<file path="src/rtl/if_fetch_unit.sv">
// Instruction-fetch stage: owns the PC, runs the imem request/ready handshake and drives
// the IF/ID register, with a one-entry skid buffer for words fetched while decode stalls.
module if_fetch_unit #(
    parameter logic [15:0] RESET_PC   = 16'h0000,
    parameter logic [15:0] BUBBLE_INS = 16'h0000
) (
    input  logic        clk,
    input  logic        rst,
    input  logic        hazard,
    input  logic        redirect,
    input  logic [15:0] redirect_pc,
    output logic        imem_req,
    output logic [15:0] imem_addr,
    input  logic        imem_rdy,
    input  logic [15:0] imem_data,
    output logic [15:0] instr_out,
    output logic [15:0] PC_out,
    output logic        valid_out
);

    // state | meaning
    // IDLE  | one request-free cycle after reset
    // FETCH | request outstanding at pc
    // HOLD  | word parked in skid while decode stalls; no request
    // DRAIN | finishing an abandoned request; response is dropped, then jump to pend_pc
    typedef enum logic [1:0] {
        ST_IDLE  = 2'd0,
        ST_FETCH = 2'd1,
        ST_HOLD  = 2'd2,
        ST_DRAIN = 2'd3
    } state_t;

    state_t      state_q, state_d;
    logic [15:0] pc_q, pc_d;
    logic [15:0] pend_pc_q, pend_pc_d;
    logic [15:0] skid_instr_q, skid_instr_d;
    logic [15:0] skid_pc_q, skid_pc_d;
    logic        skid_valid_q, skid_valid_d;
    logic [15:0] instr_q, instr_d;
    logic [15:0] pc_out_q, pc_out_d;
    logic        valid_q, valid_d;

    logic        req;
    logic        xfer;
    logic        bubble;
    logic [15:0] pc_inc;

    always_comb begin
        state_d      = state_q;
        pc_d         = pc_q;
        pend_pc_d    = pend_pc_q;
        skid_instr_d = skid_instr_q;
        skid_pc_d    = skid_pc_q;
        skid_valid_d = skid_valid_q;
        instr_d      = instr_q;
        pc_out_d     = pc_out_q;
        valid_d      = valid_q;
        bubble       = 1'b0;

        req    = (state_q == ST_FETCH) || (state_q == ST_DRAIN);
        xfer   = req && imem_rdy;
        pc_inc = pc_q + 16'd1;

        if (redirect) begin
            // Flush wins over stall: the IF/ID entry and any parked word are stale.
            bubble       = 1'b1;
            skid_valid_d = 1'b0;
            if (req && !imem_rdy) begin
                pend_pc_d = redirect_pc;
                state_d   = ST_DRAIN;
            end else begin
                pc_d    = redirect_pc;
                state_d = ST_FETCH;
            end
        end else begin
            unique case (state_q)
                ST_IDLE: begin
                    bubble  = !hazard;
                    state_d = ST_FETCH;
                end
                ST_FETCH: begin
                    if (xfer) begin
                        pc_d = pc_inc;
                        if (!hazard) begin
                            instr_d  = imem_data;
                            pc_out_d = pc_inc;
                            valid_d  = 1'b1;
                        end else begin
                            skid_instr_d = imem_data;
                            skid_pc_d    = pc_inc;
                            skid_valid_d = 1'b1;
                            state_d      = ST_HOLD;
                        end
                    end else begin
                        bubble = !hazard;
                    end
                end
                ST_HOLD: begin
                    if (!hazard) begin
                        instr_d      = skid_instr_q;
                        pc_out_d     = skid_pc_q;
                        valid_d      = skid_valid_q;
                        skid_valid_d = 1'b0;
                        state_d      = ST_FETCH;
                    end
                end
                ST_DRAIN: begin
                    bubble = !hazard;
                    if (imem_rdy) begin
                        pc_d    = pend_pc_q;
                        state_d = ST_FETCH;
                    end
                end
                default: begin
                    state_d = ST_IDLE;
                end
            endcase
        end

        if (bubble) begin
            valid_d = 1'b0;
            instr_d = BUBBLE_INS;
        end
    end

    always_ff @(posedge clk) begin
        if (rst) begin
            state_q      <= ST_IDLE;
            pc_q         <= RESET_PC;
            pend_pc_q    <= RESET_PC;
            skid_instr_q <= BUBBLE_INS;
            skid_pc_q    <= 16'h0000;
            skid_valid_q <= 1'b0;
            instr_q      <= BUBBLE_INS;
            pc_out_q     <= 16'h0000;
            valid_q      <= 1'b0;
        end else begin
            state_q      <= state_d;
            pc_q         <= pc_d;
            pend_pc_q    <= pend_pc_d;
            skid_instr_q <= skid_instr_d;
            skid_pc_q    <= skid_pc_d;
            skid_valid_q <= skid_valid_d;
            instr_q      <= instr_d;
            pc_out_q     <= pc_out_d;
            valid_q      <= valid_d;
        end
    end

    // In DRAIN pc has not moved yet, so the address stays at the abandoned word.
    assign imem_req  = req;
    assign imem_addr = pc_q;
    assign instr_out = instr_q;
    assign PC_out    = pc_out_q;
    assign valid_out = valid_q;

endmodule

</file>
<file path="config.mk">
export PLATFORM = sky130hd
export DESIGN_NAME = if_fetch_unit
export DESIGN_NICKNAME = d
export VERILOG_FILES = /design/src/rtl/if_fetch_unit.sv
export SDC_FILE = /design/constraint.sdc
export NUM_CORES = 1
export LEC_CHECK = 0
export ABC_AREA = 1
export BUFFER_PORTS_ARGS = -buffer_cell sky130_fd_sc_hd__buf_2
export CAP_MARGIN = 10
export CORE_MARGIN = 3
export CORE_UTILIZATION = 55
export DETAILED_ROUTE_END_ITERATION = 6
export GPL_TIMING_DRIVEN = 0
export PLACE_DENSITY = 0.9
export SYNTH_ARGS = -nofsm -noshare
export SYNTH_HDL_FRONTEND = slang
export SYNTH_SLANG_ARGS = --single-unit
</file>
<file path="constraint.sdc">
create_clock -name clk -period 1.9 [get_ports clk]
set_input_delay 0.38 -clock clk [delete_from_list [all_inputs] [get_ports clk]]
set_output_delay 0.38 -clock clk [all_outputs]
set_load 0.02 [all_outputs]
</file>
Word level (Yosys, flattened, before mapping)

Index checks and enable logic that the tools add are counted.

Add/subtract/negate cells: 1
Equal/unequal tests: 12
Muxes and demuxes: 31
Bitwise gates (word level): 1
Reduce and logical (&&, ||, !) cells: 17

Operators by type and width:

| kind                                                                   | number |
|---|---|
| 16-bit two-way mux                                                     | 10 |
| 16-bit case mux with 2 select lines                                    | 3 |
| 16-bit by 1-bit adder with 16-bit output (second input constant)       | 1 |
| 4-bit AND reduction                                                    | 4 |
| 2-bit two-way mux                                                      | 6 |
| 3-bit inequality test (second input constant)                          | 4 |
| 2-bit inequality test (second input constant)                          | 5 |
| 1-bit two-way mux                                                      | 8 |
| 2-bit case mux with 4 select lines                                     | 1 |
| 1-bit case mux with 2 select lines                                     | 3 |
| 2-bit OR reduction                                                     | 3 |
| 5-bit AND reduction                                                    | 1 |
| 2-bit equality test (second input constant)                            | 2 |
| 3-bit nonzero test                                                     | 1 |
| 2-bit by 1-bit equality test with 1-bit output (second input constant) | 1 |
| 1-bit logical AND                                                      | 2 |
| 1-bit zero test                                                        | 2 |
| 2-bit zero test                                                        | 1 |
| 2-bit AND reduction                                                    | 1 |
| 2-bit nonzero test                                                     | 1 |
| 1-bit logical OR                                                       | 1 |
| 1-bit inverter                                                         | 1 |

Register bits after elaboration: 100
Input bits: 37
Output and inout bits: 50
Logic and storage cells: 71

Depth between registers and ports, before layout

Depth after elaboration: 7
Gate-level depth with buffers: 11
Gate-level depth less buffers: 10

Least setup slack after synthesis

Ideal clock, no wire load.

Path type: flip-flop to flip-flop
From: register state_q[0]
To: register pc_out_q[13] (netlist: PC_out[13])
Library setup time: 0.120 ns
Arrival: 1.554 ns
Setup slack: 0.227 ns
Cell stages (with the launch flop): 11
Period minus slack after synthesis: 1.673 ns
Cells stage by stage: dfxtp_1 -> inv_1 -> ha_1 -> buf_2 -> inv_2 -> o21a_1 -> nor3_4 -> inv_2 -> buf_2 -> a21oi_1 -> a21oi_1

Longest elaborated chain between the ends: 5

Ends and longest elaborated chain:

| item                                                                                         | line   | source |
|---|---|---|
| start, declared                                                                              | 33     | `state_t state_q, state_d;` |
| start signal, assigned                                                                       | 138    | `state_q <= state_d;` |
| 2-bit by 1-bit equality test with 1-bit output / 2-bit equality test (equally long branches) | 60, 76 |  |
| 1-bit logical OR                                                                             | 60     | `req = (state_q == ST_FETCH) \|\| (state_q == ST_DRAIN);` |
| 1-bit logical AND                                                                            | 61     | `xfer = req && imem_rdy;` |
| 2-bit inequality test (no line)                                                              | -      |  |
| 5-bit AND reduction (no line)                                                                | -      |  |
| end signal, assigned                                                                         | 145    | `pc_out_q <= pc_out_d;` |
| end, declared                                                                                | 40     | `logic [15:0] pc_out_q, pc_out_d;` |

Several ways; a longest one is shown, not always the timed one.
A chain may end at the register's enable or synchronous reset.

Worst setup path in the final report

From: register state_q[0]
To: output imem_req

Longest elaborated chain between the ends: 2

Ends and longest elaborated chain:

| item                                                                                         | line | source |
|---|---|---|
| 2-bit by 1-bit equality test with 1-bit output / 2-bit equality test (equally long branches) | 60   |  |
| 1-bit logical OR (*)                                                                         | 60   |  |
| end, declared                                                                                | 12   | `output logic imem_req,` |

Mark *: on every way between the ends. The rest lies on a longest branch, timed or not.

==> flow_metrics.tcl <==
set metrics [dict create \
    outcome "completed" \
    ys_top_cells_by_area "sky130_fd_sc_hd__dfxtp_1 (43%), sky130_fd_sc_hd__nand2_1 (14%), sky130_fd_sc_hd__a21oi_1 (11%)" \
    synth_largest_area_cell "sky130_fd_sc_hd__dfxtp_1" \
    power_per_cell_area_nw_per_um2 818.4 \
    crit_type "reg2out" \
    design.die.area_um2 9515 \
    critPathCaptureType "output port" \
    final-hold-violation-count 0 \
    syn-instance-count 670 \
    pwr-share-comb_pct 18.5 \
    post-route-util_pct 69.30 \
    maximum_number_of_pins_on_one_net_before_global_route_repair 16 \
    floorplan.die.width_um 97.55 \
    endpoints_failing_setup 0 \
    dpl_worst_slack_ns -0.1532 \
    worst_slew_margin_rel_pct 61.78 \
    register_area_um2 2006 \
    top_flip_flop_cell_by_instance_count_after_synthesis "sky130_fd_sc_hd__dfxtp_1" \
    clockPowerShare_pct 30.0 \
    top_area_cell_type_share_of_the_netlist_area_pct 43.43 \
    start_kind "flop" \
    drt_drc_violations_left 0 \
    clk_latency_ns 0.37 \
    cts.hold.buffers_added 0 \
    worst-path-max-fanout 9 \
    final_layout_size_suffix_gt1_share_pct 19.92 \
    row_count 32 \
    fin_skew_ns 0.01115 \
    wl_per_cell_um 14.78 \
    max_freq_ghz 0.5446 \
    internal-power_w 0.003092 \
    io_pins 87 \
    drt-total-wl_mm 12.93 \
    area_growth_syn_to_layout_pct 19.19 \
    yosys_register_bits 100 \
    synth_seq_area_share_pct 43.43 \
    finalCritPeriodShare_pct 96.63 \
    multi_input_area_um2 2350 \
    power.sequential.fraction_pct 51.4 \
    synth_enable_flop_cells 0 \
    p_total_w 0.004496 \
    detail_route.first_pass.iterations 5 \
    synth_commonest_cells "sky130_fd_sc_hd__nand2_1 (171), sky130_fd_sc_hd__dfxtp_1 (100), sky130_fd_sc_hd__a21oi_1 (98)" \
    clock_tree.htree_level_count 3 \
    leakagePower_nw 2.520 \
    detailedPlacementHpwl_mm 9.477 \
    start_util_pct 58.14 \
    synthesis.nets 712 \
    peak_vdd_ir_v 0.0005832 \
    fin_worst_hold_slack_ns 0.2440 \
    core_um2 7928 \
    maximum_count_of_clock_buffers_along_a_single_path 2 \
    vias_per_cell 5.619 \
    die_height_um 97.55 \
    via_count 4917 \
    holdCritPathClass "in2reg" \
    root_buffer_selected_by_cts "sky130_fd_sc_hd__clkbuf_8" \
    cts-buffers-inserted 9 \
    grt_pass1_wl_mm 21.12 \
    globalRoute.totalOverflow 0 \
    final_net_count 811 \
    timing_worst_slew_pin_value_ns 0.5733 \
    route.antenna.remaining_nets 0 \
    worst_setup_hold_path_clk_slew_ns 0.10 \
    asyncSetResetFlopFracSynth_pct 0 \
    synth.yosys.warnings 0 \
    cts_tree "built" \
    drtIter0Drc 438 \
    yosys.cell_count.top_type "sky130_fd_sc_hd__nand2_1" \
    io_buffer_count 84 \
    netlist_area_um2 4609 \
    final_max_slew_viol_count 0 \
    switching_share_pct 31.23 \
    max-cap-violations 0 \
    layout_min_cycle_time_ns 1.836 \
    antenna_violations_before_repair 0 \
    syn-mean-instance-area_um2 6.880 \
    gpl.final_weighted_congestion 0.9040 \
    globalRouteTotalUtil_pct 26.77 \
    cp.required_ns 1.52 \
    num-fill-cells 665 \
    synth.lib_cells_used.distinct 28 \
    timing.critical_path.arrival_ns 1.46 \
    rsz0062_at_grt "yes" \
    insertedDiodeCount 0 \
    tritoncts_sinks 100 \
    setup_slack_ns 0.06395 \
    net-switching-power_w 0.001404 \
    first_global_vias 4548 \
]
## power by group through the flow
| stage | logic [W] | clock network, W | registers, W |
|---|---|---|---|
| floorplan | 0.000449 | 0 | 0.00240 |
| global placement | 0.000753 | 0 | 0.00235 |
| detailed placement | 0.000776 | 0 | 0.00235 |
| CTS | 0.000794 | 0.00133 | 0.00230 |
| global route | 0.000926 | 0.00144 | 0.00233 |
| finish | 0.000834 | 0.00135 | 0.00231 |
## metrics by stage
stage | area, um^2 | instances | TNS [ns]
3_3_place_gp | 5157 | 856 | -2.267
4_1_cts | 5398 | 873 | -0.009359
5_1_grt | 5494 | 875 | -0.05199
6_report | 5494 | 875 | 0
3_5_place_dp | 5157 | 856 | -4.626
2_1_floorplan | 4609 | 670 | 0
## worst max-delay path, stage by stage, from the launching register on
cell and delay, ns:
sky130_fd_sc_hd__dfxtp_2 0.36, sky130_fd_sc_hd__ha_1 0.19, sky130_fd_sc_hd__buf_2 0.18, sky130_fd_sc_hd__nor2_4 0.16, sky130_fd_sc_hd__inv_1 0.05, sky130_fd_sc_hd__buf_2 0.15
## metal layers
metal | part of all wire (%) | track usage (%) | vias to the layer above
met5 | 0 | 0 | -
met4 | 3.1 | 14.16 | 0
met3 | 8.0 | 5.025 | 41
met2 | 47 | 42.91 | 257
met1 | 42 | 34.09 | 2225
li1 | - | - | 2394
## final cells by class
class,instances,area share [%]
plain buffers,41,3.894
multi-input cells,488,42.77
clock inverters,4,0.9337
repair buffers,89,8.404
inverters,40,2.778
clock buffers,11,2.391
well taps,102,2.323
flip-flops and latches,100,36.51
## path summary, 6_finish.rpt
check / start / to / slack, ns / cells past startpoint
setup / recovery: state_q[0] / imem_req / 0.06 / 5
setup reg to reg: state_q[0] / instr_out[2] / 0.08 / 11
hold / removal: imem_data[1] / skid_instr_q[1] / 0.24 / 3
hold reg to reg: instr_out[3] / instr_out[3] / 0.46 / 2
## layout by cell type (no fill, tap or decap), types with 2 or more instances in the layout
| cell | instances |
|---|---|
| sky130_fd_sc_hd__buf_6 | 5 |
| sky130_fd_sc_hd__buf_2 | 90 |
| sky130_fd_sc_hd__o21ai_0 | 61 |
| sky130_fd_sc_hd__nand3_1 | 32 |
| sky130_fd_sc_hd__clkbuf_1 | 20 |
| sky130_fd_sc_hd__inv_2 | 3 |
| sky130_fd_sc_hd__buf_4 | 7 |
| sky130_fd_sc_hd__ha_1 | 4 |
| sky130_fd_sc_hd__o21ai_1 | 14 |
| sky130_fd_sc_hd__a21oi_2 | 5 |
| sky130_fd_sc_hd__inv_1 | 36 |
| sky130_fd_sc_hd__clkbuf_8 | 9 |
| sky130_fd_sc_hd__dfxtp_2 | 3 |
| sky130_fd_sc_hd__dfxtp_1 | 97 |
| sky130_fd_sc_hd__o211ai_1 | 6 |
| sky130_fd_sc_hd__o21bai_1 | 2 |
| sky130_fd_sc_hd__xnor2_1 | 4 |
| sky130_fd_sc_hd__nor2_1 | 66 |
| sky130_fd_sc_hd__a21oi_1 | 93 |
| sky130_fd_sc_hd__nand2_1 | 170 |
| sky130_fd_sc_hd__nand4_1 | 3 |
| sky130_fd_sc_hd__nor2_4 | 2 |
| sky130_fd_sc_hd__xor2_1 | 2 |
| sky130_fd_sc_hd__or2_2 | 11 |
| sky130_fd_sc_hd__a31oi_1 | 4 |
| sky130_fd_sc_hd__buf_1 | 3 |
| sky130_fd_sc_hd__clkbuf_2 | 6 |
| sky130_fd_sc_hd__nor3_4 | 2 |
## logic make-up (layout without fill, tap and decap cells)
| family | count (synthesis) | after routing | share of synthesized area [%] |
|---|---|---|---|
| XOR/XNOR | 7 | 7 | 1.330 |
| AND/OR/NAND/NOR | 289 | 289 | 25.73 |
| AO/OA/AOI/OAI | 187 | 187 | 21.06 |
| flip-flops | 100 | 100 | 43.43 |
| buffers and inverters | 82 | 185 | 7.085 |
| adder cells (fa/ha/maj) | 5 | 5 | 1.357 |
## what timing repair did
action / CTS / global route
buffers inserted: 2 / 3
pin swaps: 1 / 4
gates resized for setup: 16 / 36
cloned: 0 / 0
setup endpoints to repair: 68 / 90
## state kept, by name, summed over array words and instances, names as in the netlist
signal        flops
instr_out        16
pend_pc_q        16
valid_out         1
skid_instr_q     16
PC_out           16
skid_pc_q        16
imem_addr        16
skid_valid_q      1
state_q           2
No activity file was read; power rests on OpenSTA's default activity.
